===== config.mk =====
export PLATFORM = sky130hd
export DESIGN_NAME = vga_draw_ctrl
export DESIGN_NICKNAME = d
export VERILOG_FILES = /design/src/rtl/vga_draw_ctrl_pkg.sv /design/src/rtl/vga_draw_ctrl_arb.sv /design/src/rtl/vga_draw_ctrl.sv
export SDC_FILE = /design/constraint.sdc
export NUM_CORES = 1
export LEC_CHECK = 0
export BUFFER_PORTS_ARGS = -buffer_cell sky130_fd_sc_hd__buf_2
export CELL_PAD_IN_SITES_DETAIL_PLACEMENT = 1
export CELL_PAD_IN_SITES_GLOBAL_PLACEMENT = 1
export CORE_MARGIN = 3
export CORE_UTILIZATION = 46
export CTS_CLUSTER_DIAMETER = 40
export DETAILED_ROUTE_END_ITERATION = 8
export PLACE_DENSITY_LB_ADDON = 0.1
export RECOVER_POWER = 25
export SLEW_MARGIN = 20
export SYNTH_ARGS = -nofsm -noshare
export SYNTH_HDL_FRONTEND = slang
export SYNTH_SLANG_ARGS = --single-unit

===== constraint.sdc =====
create_clock -name clk -period 9.2 [get_ports clk]
set_input_delay 2.76 -clock clk [delete_from_list [all_inputs] [get_ports clk]]
set_output_delay 2.76 -clock clk [all_outputs]
set_load 0.05 [all_outputs]

===== src/rtl/vga_draw_ctrl_pkg.sv =====
// Shared definitions for the VGA frame-buffer write controller.
package vga_draw_ctrl_pkg;

    // Register window indices
    localparam logic [2:0] REG_XY0    = 3'd0;
    localparam logic [2:0] REG_XY1    = 3'd1;
    localparam logic [2:0] REG_COLOUR = 3'd2;
    localparam logic [2:0] REG_CTRL   = 3'd3;
    localparam logic [2:0] REG_STATUS = 3'd4;

    // CTRL bit positions (write-only pulses)
    localparam int unsigned CTRL_START      = 0;
    localparam int unsigned CTRL_WAIT_FRAME = 1;
    localparam int unsigned CTRL_ABORT      = 2;

    // Packed pixel word field offsets
    localparam int unsigned X_LSB = 0;
    localparam int unsigned Y_LSB = 10;
    localparam int unsigned C_LSB = 20;

    typedef enum logic [1:0] {
        ST_IDLE       = 2'd0,
        ST_WAIT_FRAME = 2'd1,
        ST_FILL       = 2'd2,
        ST_DONE       = 2'd3
    } fill_state_t;

    function automatic logic [31:0] pack_px(input logic [11:0] colour,
                                            input logic [9:0]  y,
                                            input logic [9:0]  x);
        logic [31:0] px;
        px = '0;
        px[C_LSB +: 12] = colour;
        px[Y_LSB +: 10] = y;
        px[X_LSB +: 10] = x;
        return px;
    endfunction

endpackage


===== src/rtl/vga_draw_ctrl_arb.sv =====
// Two-requester round-robin arbiter (CPU vs fill engine) with registered write port.
module vga_wr_arb
    import vga_draw_ctrl_pkg::*;
#(
    parameter int unsigned DISPLAY_WIDTH  = 800,
    parameter int unsigned DISPLAY_HEIGHT = 600
) (
    input  logic        clk,
    input  logic        rst,
    input  logic        cpu_valid,
    input  logic [31:0] cpu_data,
    input  logic        fill_req,
    input  logic [31:0] fill_data,
    output logic        cpu_grant,
    output logic        fill_grant,
    output logic [31:0] vga_wdata,
    output logic        vga_we
);

    localparam logic [9:0] X_LIM = 10'(DISPLAY_WIDTH);
    localparam logic [9:0] Y_LIM = 10'(DISPLAY_HEIGHT);

    logic rr;
    logic contested;
    logic cpu_in_range;

    // Grant decode: uncontested requester wins, contested case follows rr
    always_comb begin
        contested    = cpu_valid && fill_req;
        cpu_grant    = cpu_valid && (!fill_req || !rr);
        fill_grant   = fill_req && (!cpu_valid || rr);
        cpu_in_range = (cpu_data[X_LSB +: 10] < X_LIM) && (cpu_data[Y_LSB +: 10] < Y_LIM);
    end

    // Round-robin pointer and registered frame-buffer write
    always_ff @(posedge clk or negedge rst) begin
        if (!rst) begin
            rr        <= 1'b0;
            vga_we    <= 1'b0;
            vga_wdata <= '0;
        end else begin
            if (contested) begin
                rr <= ~rr;
            end
            // Out-of-range CPU pixels are accepted upstream but never written
            vga_we <= (cpu_grant && cpu_in_range) || fill_grant;
            if (cpu_grant && cpu_in_range) begin
                vga_wdata <= cpu_data;
            end else if (fill_grant) begin
                vga_wdata <= fill_data;
            end
        end
    end

endmodule


===== src/rtl/vga_draw_ctrl.sv =====
// VGA frame-buffer write controller: config registers, rectangle-fill FSM, arbiter instance.
module vga_draw_ctrl
    import vga_draw_ctrl_pkg::*;
#(
    parameter int unsigned DISPLAY_WIDTH  = 800,
    parameter int unsigned DISPLAY_HEIGHT = 600
) (
    input  logic        clk,
    input  logic        rst,
    input  logic        cpu_px_valid,
    input  logic [31:0] cpu_px_data,
    output logic        cpu_px_ready,
    input  logic        cfg_we,
    input  logic [2:0]  cfg_addr,
    input  logic [31:0] cfg_wdata,
    output logic [31:0] cfg_rdata,
    input  logic        frame_trig,
    output logic [31:0] vga_wdata,
    output logic        vga_we,
    output logic        busy,
    output logic        done_pulse
);

    localparam logic [9:0] X_MAX = 10'(DISPLAY_WIDTH - 1);
    localparam logic [9:0] Y_MAX = 10'(DISPLAY_HEIGHT - 1);

    fill_state_t state, state_next;

    logic [9:0]  x0_r, y0_r, x1_r, y1_r;
    logic [11:0] colour_r;
    logic [9:0]  lx0, lx1, ly1;
    logic [11:0] lcol;
    logic [9:0]  cx, cy;
    logic [9:0]  x1_clip, y1_clip;
    logic        fill_empty;
    logic        start_cmd, wait_cmd, abort_cmd;
    logic        last_px;
    logic        cpu_grant, fill_grant;
    logic [31:0] fill_data;

    // Command decode, clipping and fill-engine datapath
    always_comb begin
        start_cmd  = cfg_we && (cfg_addr == REG_CTRL) && cfg_wdata[CTRL_START];
        wait_cmd   = cfg_wdata[CTRL_WAIT_FRAME];
        abort_cmd  = cfg_we && (cfg_addr == REG_CTRL) && cfg_wdata[CTRL_ABORT];
        x1_clip    = (x1_r > X_MAX) ? X_MAX : x1_r;
        y1_clip    = (y1_r > Y_MAX) ? Y_MAX : y1_r;
        fill_empty = (x0_r > X_MAX) || (y0_r > Y_MAX) || (x0_r > x1_clip) || (y0_r > y1_clip);
        last_px    = (cx == lx1) && (cy == ly1);
        fill_data  = pack_px(lcol, cy, cx);
    end

    // Configuration registers
    always_ff @(posedge clk or negedge rst) begin
        if (!rst) begin
            x0_r     <= '0;
            y0_r     <= '0;
            x1_r     <= '0;
            y1_r     <= '0;
            colour_r <= '0;
        end else if (cfg_we) begin
            case (cfg_addr)
                REG_XY0: begin
                    x0_r <= cfg_wdata[X_LSB +: 10];
                    y0_r <= cfg_wdata[Y_LSB +: 10];
                end
                REG_XY1: begin
                    x1_r <= cfg_wdata[X_LSB +: 10];
                    y1_r <= cfg_wdata[Y_LSB +: 10];
                end
                REG_COLOUR: colour_r <= cfg_wdata[11:0];
                default: ;
            endcase
        end
    end

    // State register
    always_ff @(posedge clk or negedge rst) begin
        if (!rst) begin
            state <= ST_IDLE;
        end else begin
            state <= state_next;
        end
    end

    // Next-state logic
    always_comb begin
        state_next = state;
        case (state)
            ST_IDLE: begin
                if (start_cmd) begin
                    if (fill_empty)    state_next = ST_DONE;
                    else if (wait_cmd) state_next = ST_WAIT_FRAME;
                    else               state_next = ST_FILL;
                end
            end
            ST_WAIT_FRAME: begin
                if (abort_cmd)       state_next = ST_IDLE;
                else if (frame_trig) state_next = ST_FILL;
            end
            ST_FILL: begin
                if (abort_cmd)                   state_next = ST_IDLE;
                else if (fill_grant && last_px)  state_next = ST_DONE;
            end
            ST_DONE: state_next = ST_IDLE;
            default: state_next = ST_IDLE;
        endcase
    end

    // Latched fill parameters and row-major pixel counters
    always_ff @(posedge clk or negedge rst) begin
        if (!rst) begin
            lx0  <= '0;
            lx1  <= '0;
            ly1  <= '0;
            lcol <= '0;
            cx   <= '0;
            cy   <= '0;
        end else if (state == ST_IDLE && start_cmd) begin
            lx0  <= x0_r;
            lx1  <= x1_clip;
            ly1  <= y1_clip;
            lcol <= colour_r;
            cx   <= x0_r;
            cy   <= y0_r;
        end else if (state == ST_FILL && fill_grant) begin
            if (cx == lx1) begin
                cx <= lx0;
                cy <= cy + 10'd1;
            end else begin
                cx <= cx + 10'd1;
            end
        end
    end

    // Register readback and status outputs
    always_comb begin
        busy       = (state != ST_IDLE);
        done_pulse = (state == ST_DONE);
        cfg_rdata  = '0;
        case (cfg_addr)
            REG_XY0:    cfg_rdata = {12'd0, y0_r, x0_r};
            REG_XY1:    cfg_rdata = {12'd0, y1_r, x1_r};
            REG_COLOUR: cfg_rdata = {20'd0, colour_r};
            REG_STATUS: cfg_rdata = {29'd0, busy, state};
            default:    cfg_rdata = '0;
        endcase
    end

    vga_wr_arb #(
        .DISPLAY_WIDTH  (DISPLAY_WIDTH),
        .DISPLAY_HEIGHT (DISPLAY_HEIGHT)
    ) u_arb (
        .clk        (clk),
        .rst        (rst),
        .cpu_valid  (cpu_px_valid),
        .cpu_data   (cpu_px_data),
        .fill_req   (state == ST_FILL),
        .fill_data  (fill_data),
        .cpu_grant  (cpu_grant),
        .fill_grant (fill_grant),
        .vga_wdata  (vga_wdata),
        .vga_we     (vga_we)
    );

    assign cpu_px_ready = cpu_grant;

endmodule


======== Yosys cells after proc, flatten, opt, wreduce, memory -nomap -nowiden ========
Cells that the tools add are included.
word-level totals
  input port bits ......................... 72
  register bits after elaboration ......... 150
operators by class
  mux-type cells .......................... 19
  add/sub/neg operators ................... 2
  reductions and logical operators ........ 32
  $lt $le $gt $ge ......................... 8
  eq/ne operators ......................... 12
  bitwise operators ....................... 1
operators by type and width
  operator                                                          number
  10-bit two-way mux                                                8
  20-bit case mux with 4 select lines                               1
  32-bit two-way mux                                                2
  10-bit greater-than comparator (second input constant)            4
  10-bit by 1-bit adder with 10-bit output (second input constant)  2
  10-bit == test                                                    2
  10-bit greater-than comparator                                    2
  10-bit less-than comparator (second input constant)               2
  2-bit two-way mux                                                 7
  1-bit logical AND                                                 12
  2-bit case mux with 4 select lines                                1
  2-bit AND reduction                                               4
  2-bit nonzero test                                                4
  3-bit by 2-bit == test with 1-bit output (second input constant)  2
  1-bit logical OR                                                  6
  3-bit != test (second input constant)                             2
  2-bit == test (second input constant)                             2
  3-bit by 1-bit == test with 1-bit output (second input constant)  1
  3-bit == test (second input constant)                             1
  1-bit logical NOT                                                 3
  3-bit logical NOT                                                 1
  3-bit AND reduction                                               1
  2-bit by 1-bit == test with 1-bit output (second input constant)  1
  2-bit logical NOT                                                 1
  2 further kinds                                                   2

======== Depth between registers and ports, before layout ========
  depth after elaboration ................. 8
  mapped depth ............................ 11

======== Hierarchy ========
A second synthesis with hierarchy kept.
second synthesis, totals
  cell total of the unflattened synthesis .. 753
  area total of the unflattened synthesis .. 8012.7 um^2
by module, submodules not included
  module         cells an instance  times used  area each (um^2)
  vga_draw_ctrl  635                1           6188.4
  vga_wr_arb     118                1           1824.2

======== Least setup slack after synthesis ========
OpenSTA, ideal clock, no wires.
  path type ............................... in2out
  from .................................... in cfg_addr[1]
  to ...................................... out cfg_rdata[10]
  stages on the path ...................... 6
  data required time ...................... 6440 ps
  arrival ................................. 4436 ps
  buffers on the path ..................... 2
  slack ................................... 2004 ps
  path through ............................ clkbuf_1 -> clkbuf_1 -> mux2i_1 -> nor2_1 -> a21oi_1 -> nor2_1
on the way
  word-level cells in the longest chain between the ends .. 2
  elaborated cells between the ends (all ways) .. 5
  classes of those cells .................. eq/ne: 3; mux: 1; reduce/logical: 1
ends and longest elaborated chain
  what                                     line                  source
  start, declared                          vga_draw_ctrl.sv:14   input logic [2:0] cfg_addr,
  3-bit == test (tied with other cells)    vga_draw_ctrl.sv:141  case (cfg_addr)
  20-bit case mux with 4 select lines (*)  vga_draw_ctrl.sv:141
  end, declared                            vga_draw_ctrl.sv:16   output logic [31:0] cfg_rdata,
Every way passes the cells marked *; elsewhere a longest branch is shown, timed or not.

======== Worst setup path in the final report ========
  from .................................... in cfg_addr[0]
  to ...................................... out cfg_rdata[0]
The elaborated chain is that of the path after synthesis.

==> qor.csv <==
stage,metric,value,unit
run_status,status,"finished, violations left",
run_status,violations,"max-capacitance violations, max-slew violations",
synth,ys_top_cells_by_area,"dfrtp_1 49%, nand2_1 9.1%, mux2_2 7.7%, a22oi_1 3.7%, ha_1 3.6%",
pwr,peakVddDrop,0.0001670,V
pwr,power_frac_comb,36.5,%
place,gp_congestion,0.8560,
final_layout,antenna_cells,0,
clock_network,cts_setup_buffers,0,
timing,final-hold-violation-count,0,
floorplanning,die_area,18130,µm²
timing,setup_violations,0,
hold_path,hold_class,register to register,
pwr,internal-power,1.686,mW
grt,antenna_found_initial,0,
synth,syn-instance-count,784,
pwr,p_per_area,325.6,nW/µm²
grt,grt_overflow,0,
synth,ys_ff_latch,150,
clock_network,clkTransAtPathRegs,60,ps
detailed_routing,wl_met2,9658,µm
setup_path,crit_slowest_cell,nor2b_1,
synth,postSynthAreaPerCell,9.710,µm²
final_layout,area_delta_synth_final,17.18,%
grt,track_usage,24.11,%
setup_path,rrSetupSlack,6000,ps
timing,rsz0062_at_grt,false,
setup_path,worstPathCellList,buf_2 -> nor2b_1 -> a21oi_1 -> o21ai_0 -> buf_2,
synth,synthFlopType,dfrtp_1,
setup_path,slowest_delay,820,ps
hold_path,hold_start,u_arb.vga_wdata[9],
place,io_buffer_count,115,
clock_network,cts_resized,0,
floorplanning,start_util,47.41,%
hold_path,whs_path_depth,2,
timing,fin_setup_tns,0,ps
detailed_routing,dr_wl_met3,1104,µm
pwr,power_frac_clock,24.1,%
pwr,leakagePower,4.399,nW
floorplanning,die_x,134.6,µm
synth,yosysTopAreaCellShare,49.31,%
grt,grt_max_degree,93,
synth,yosysSeqAreaShare,49.31,%
pwr,seqPwrFrac,39.4,%
place,hpwl,15110,µm
synth,synthTopCellsByCount,"185 x nand2_1, 150 x dfrtp_1, 53 x o21ai_0",
clock_network,clockRootBuffer,clkbuf_16,
detailed_routing,wl_met1,10180,µm
detailed_routing,vias_per_cell,5.559,
timing,skew,8.207,ps
detailed_routing,wirelength,21200,µm
synth,syn-cell-area,7612,µm²
setup_path,crit_type,input port to primary output,
setup_path,worstPathArrival,4750,ps
detailed_routing,vias,6170,
clock_network,clock_latency,420,ps
timing,slew_violations,93,
final_layout,drive_above_1_share,23.94,%
clock_network,cts-htree-levels,4,
detailed_routing,dr.pass1.iters,5,
clock_network,cts_sinks,150,
timing,fmax,0.1332,GHz
setup_path,reg2reg_to,state[0],
grt,grt_pass1_wl,34570,µm
setup_path,path_max_fanout,26,
detailed_routing,topRoutingLayerUsed,met4,
clock_network,cts_hold_buf,0,
timing,finalCritPeriodShare,81.58,%
setup_path,cpMostUsedCell,buf_2,
floorplanning,row_count,46,
timing,relSlewSlack,-224.8,%
detailed_routing,drt-wirelength-per-cell,19.10,µm
floorplanning,coreArea,16060,µm²
setup_path,worstReg2RegStart,y1_r[3],
detailed_routing,detail_route.drc_violations,0,
setup_path,required,6440,ps
timing,min_period,7505,ps
synth,synth_async_sr_flop_share,100.0,%
synth,synth_cell_types,45,
pwr,finalPower,2.904,mW
run,drv_cap,1,
timing,tightest_slew,4872,ps
setup_path,r2r_cells,11,
detailed_routing,drt_iter0_drc,420,
setup_path,crit_path_end_kind,primary output,
setup_path,cp-start-kind,input port,
floorplanning,die_y,134.6,µm
floorplanning,io_pins,140,
synth,synth.most_common_cell,nand2_1,
pwr,switching_share,41.94,%
final_layout,nNetsFinal,977,
clock_network,clockBufferDepth,2,
detailed_routing,drtAntennaViolNets,0,
synth,synth_edf_count,0,
synth,yosysWarnings,0,
synth,synth_largest_area_cell,dfrtp_1,
clock_network,cts_inserted_buffers,17,
pwr,power_switching,1.218,mW
grt,grt_pass1_vias,6349,
hold_path,hold-path-endpoint,u_arb.vga_wdata[9],
clock_network,cts_tree,yes,
stage by stage:
stage          instance area, µm²  std cells  utilization [%]  hold slack, ps  setup WS [ps]
2_1_floorplan                7654        795                -           440.6           2004
3_3_place_gp                 8334       1080            51.90           452.7           1730
3_5_place_dp                 8334       1080            51.90           458.7           1701
4_1_cts                      8921       1110            55.56           473.9           1700
5_1_grt                      8920       1110            55.55           488.5           1469
6_report                     8920       1110            55.55           468.0           1695
layout make-up:
cell class	count	area, µm²
clock buffer	20	456.7
clock inverter	10	130.1
fill	1830	7138
inverter	17	63.81
multi-input combinational	573	3605
sequential	150	3754
tap	216	270.3
timing repair buffer	124	640.6
power by group through the flow:
| stage | clock network, mW | registers [mW] | logic (mW) |
|---|---|---|---|
| 6_report | 0.700 | 1.14 | 1.06 |
| 5_1_grt | 0.745 | 1.18 | 1.17 |
| 4_1_cts | 0.711 | 1.14 | 1.07 |
| 3_5_place_dp | 0 | 1.15 | 1.05 |
| 3_3_place_gp | 0 | 1.13 | 1.01 |
| 2_1_floorplan | 0 | 1.29 | 0.593 |
layout by cell type, fill, tap and decap left out, types with 20 or more instances in the layout:
cell     instances
dfrtp_1        150
ha_1            22
buf_2          113
mux2i_1         26
mux2_2          52
a21oi_1         20
xnor2_1         20
nor2_1          50
a22oi_1         38
o21ai_0         53
nand2_1        185
worst max-delay path by stage:
stage                startpoint            end  slack [ps]  cells past startpoint
floorplan           cfg_addr[1]  cfg_rdata[10]        2000                      6
global placement    cfg_addr[0]   cfg_rdata[0]        1730                      5
detailed placement  cfg_addr[0]   cfg_rdata[0]        1700                      5
CTS                 cfg_addr[0]   cfg_rdata[0]        1700                      5
global route                rst        x0_r[7]        1470                      1
finish              cfg_addr[0]   cfg_rdata[0]        1690                      5
kinds of logic after synthesis:
family	Yosys count	share of synthesized area [%]
adders and majority gates	22	3.616
AOI/OAI and AO/OA	137	11.44
buffers and inverters	72	4.356
muxes	78	11.11
DFF	150	49.31
and+or+nand+nor	288	15.98
other	1	0.04926
xor gates and xnor gates	36	4.142
worst max-delay path: cells and delay by family:
family                 cells  cell delay (ps)
AOI/OAI and AO/OA          2              370
buffers and inverters      2              780
and+or+nand+nor            1              820
layer usage:
layer / vias to the layer above / global-route usage [%]
met1: 3090 / 35.63
met4: 0 / 7.127
met2: 182 / 36.41
met3: 18 / 4.434
met5: - / 0
li1: 2880 / -
flip-flops by register name, summed over array words and instances (netlist names):
name,count
colour_r,12
cx,10
cy,10
lcol,12
lx0,10
lx1,10
ly1,10
state,2
u_arb.rr,1
u_arb.vga_wdata,32
u_arb.vga_we,1
x0_r,10
x1_r,10
y0_r,10
y1_r,10
No activity file was read; power rests on OpenSTA's default activity.
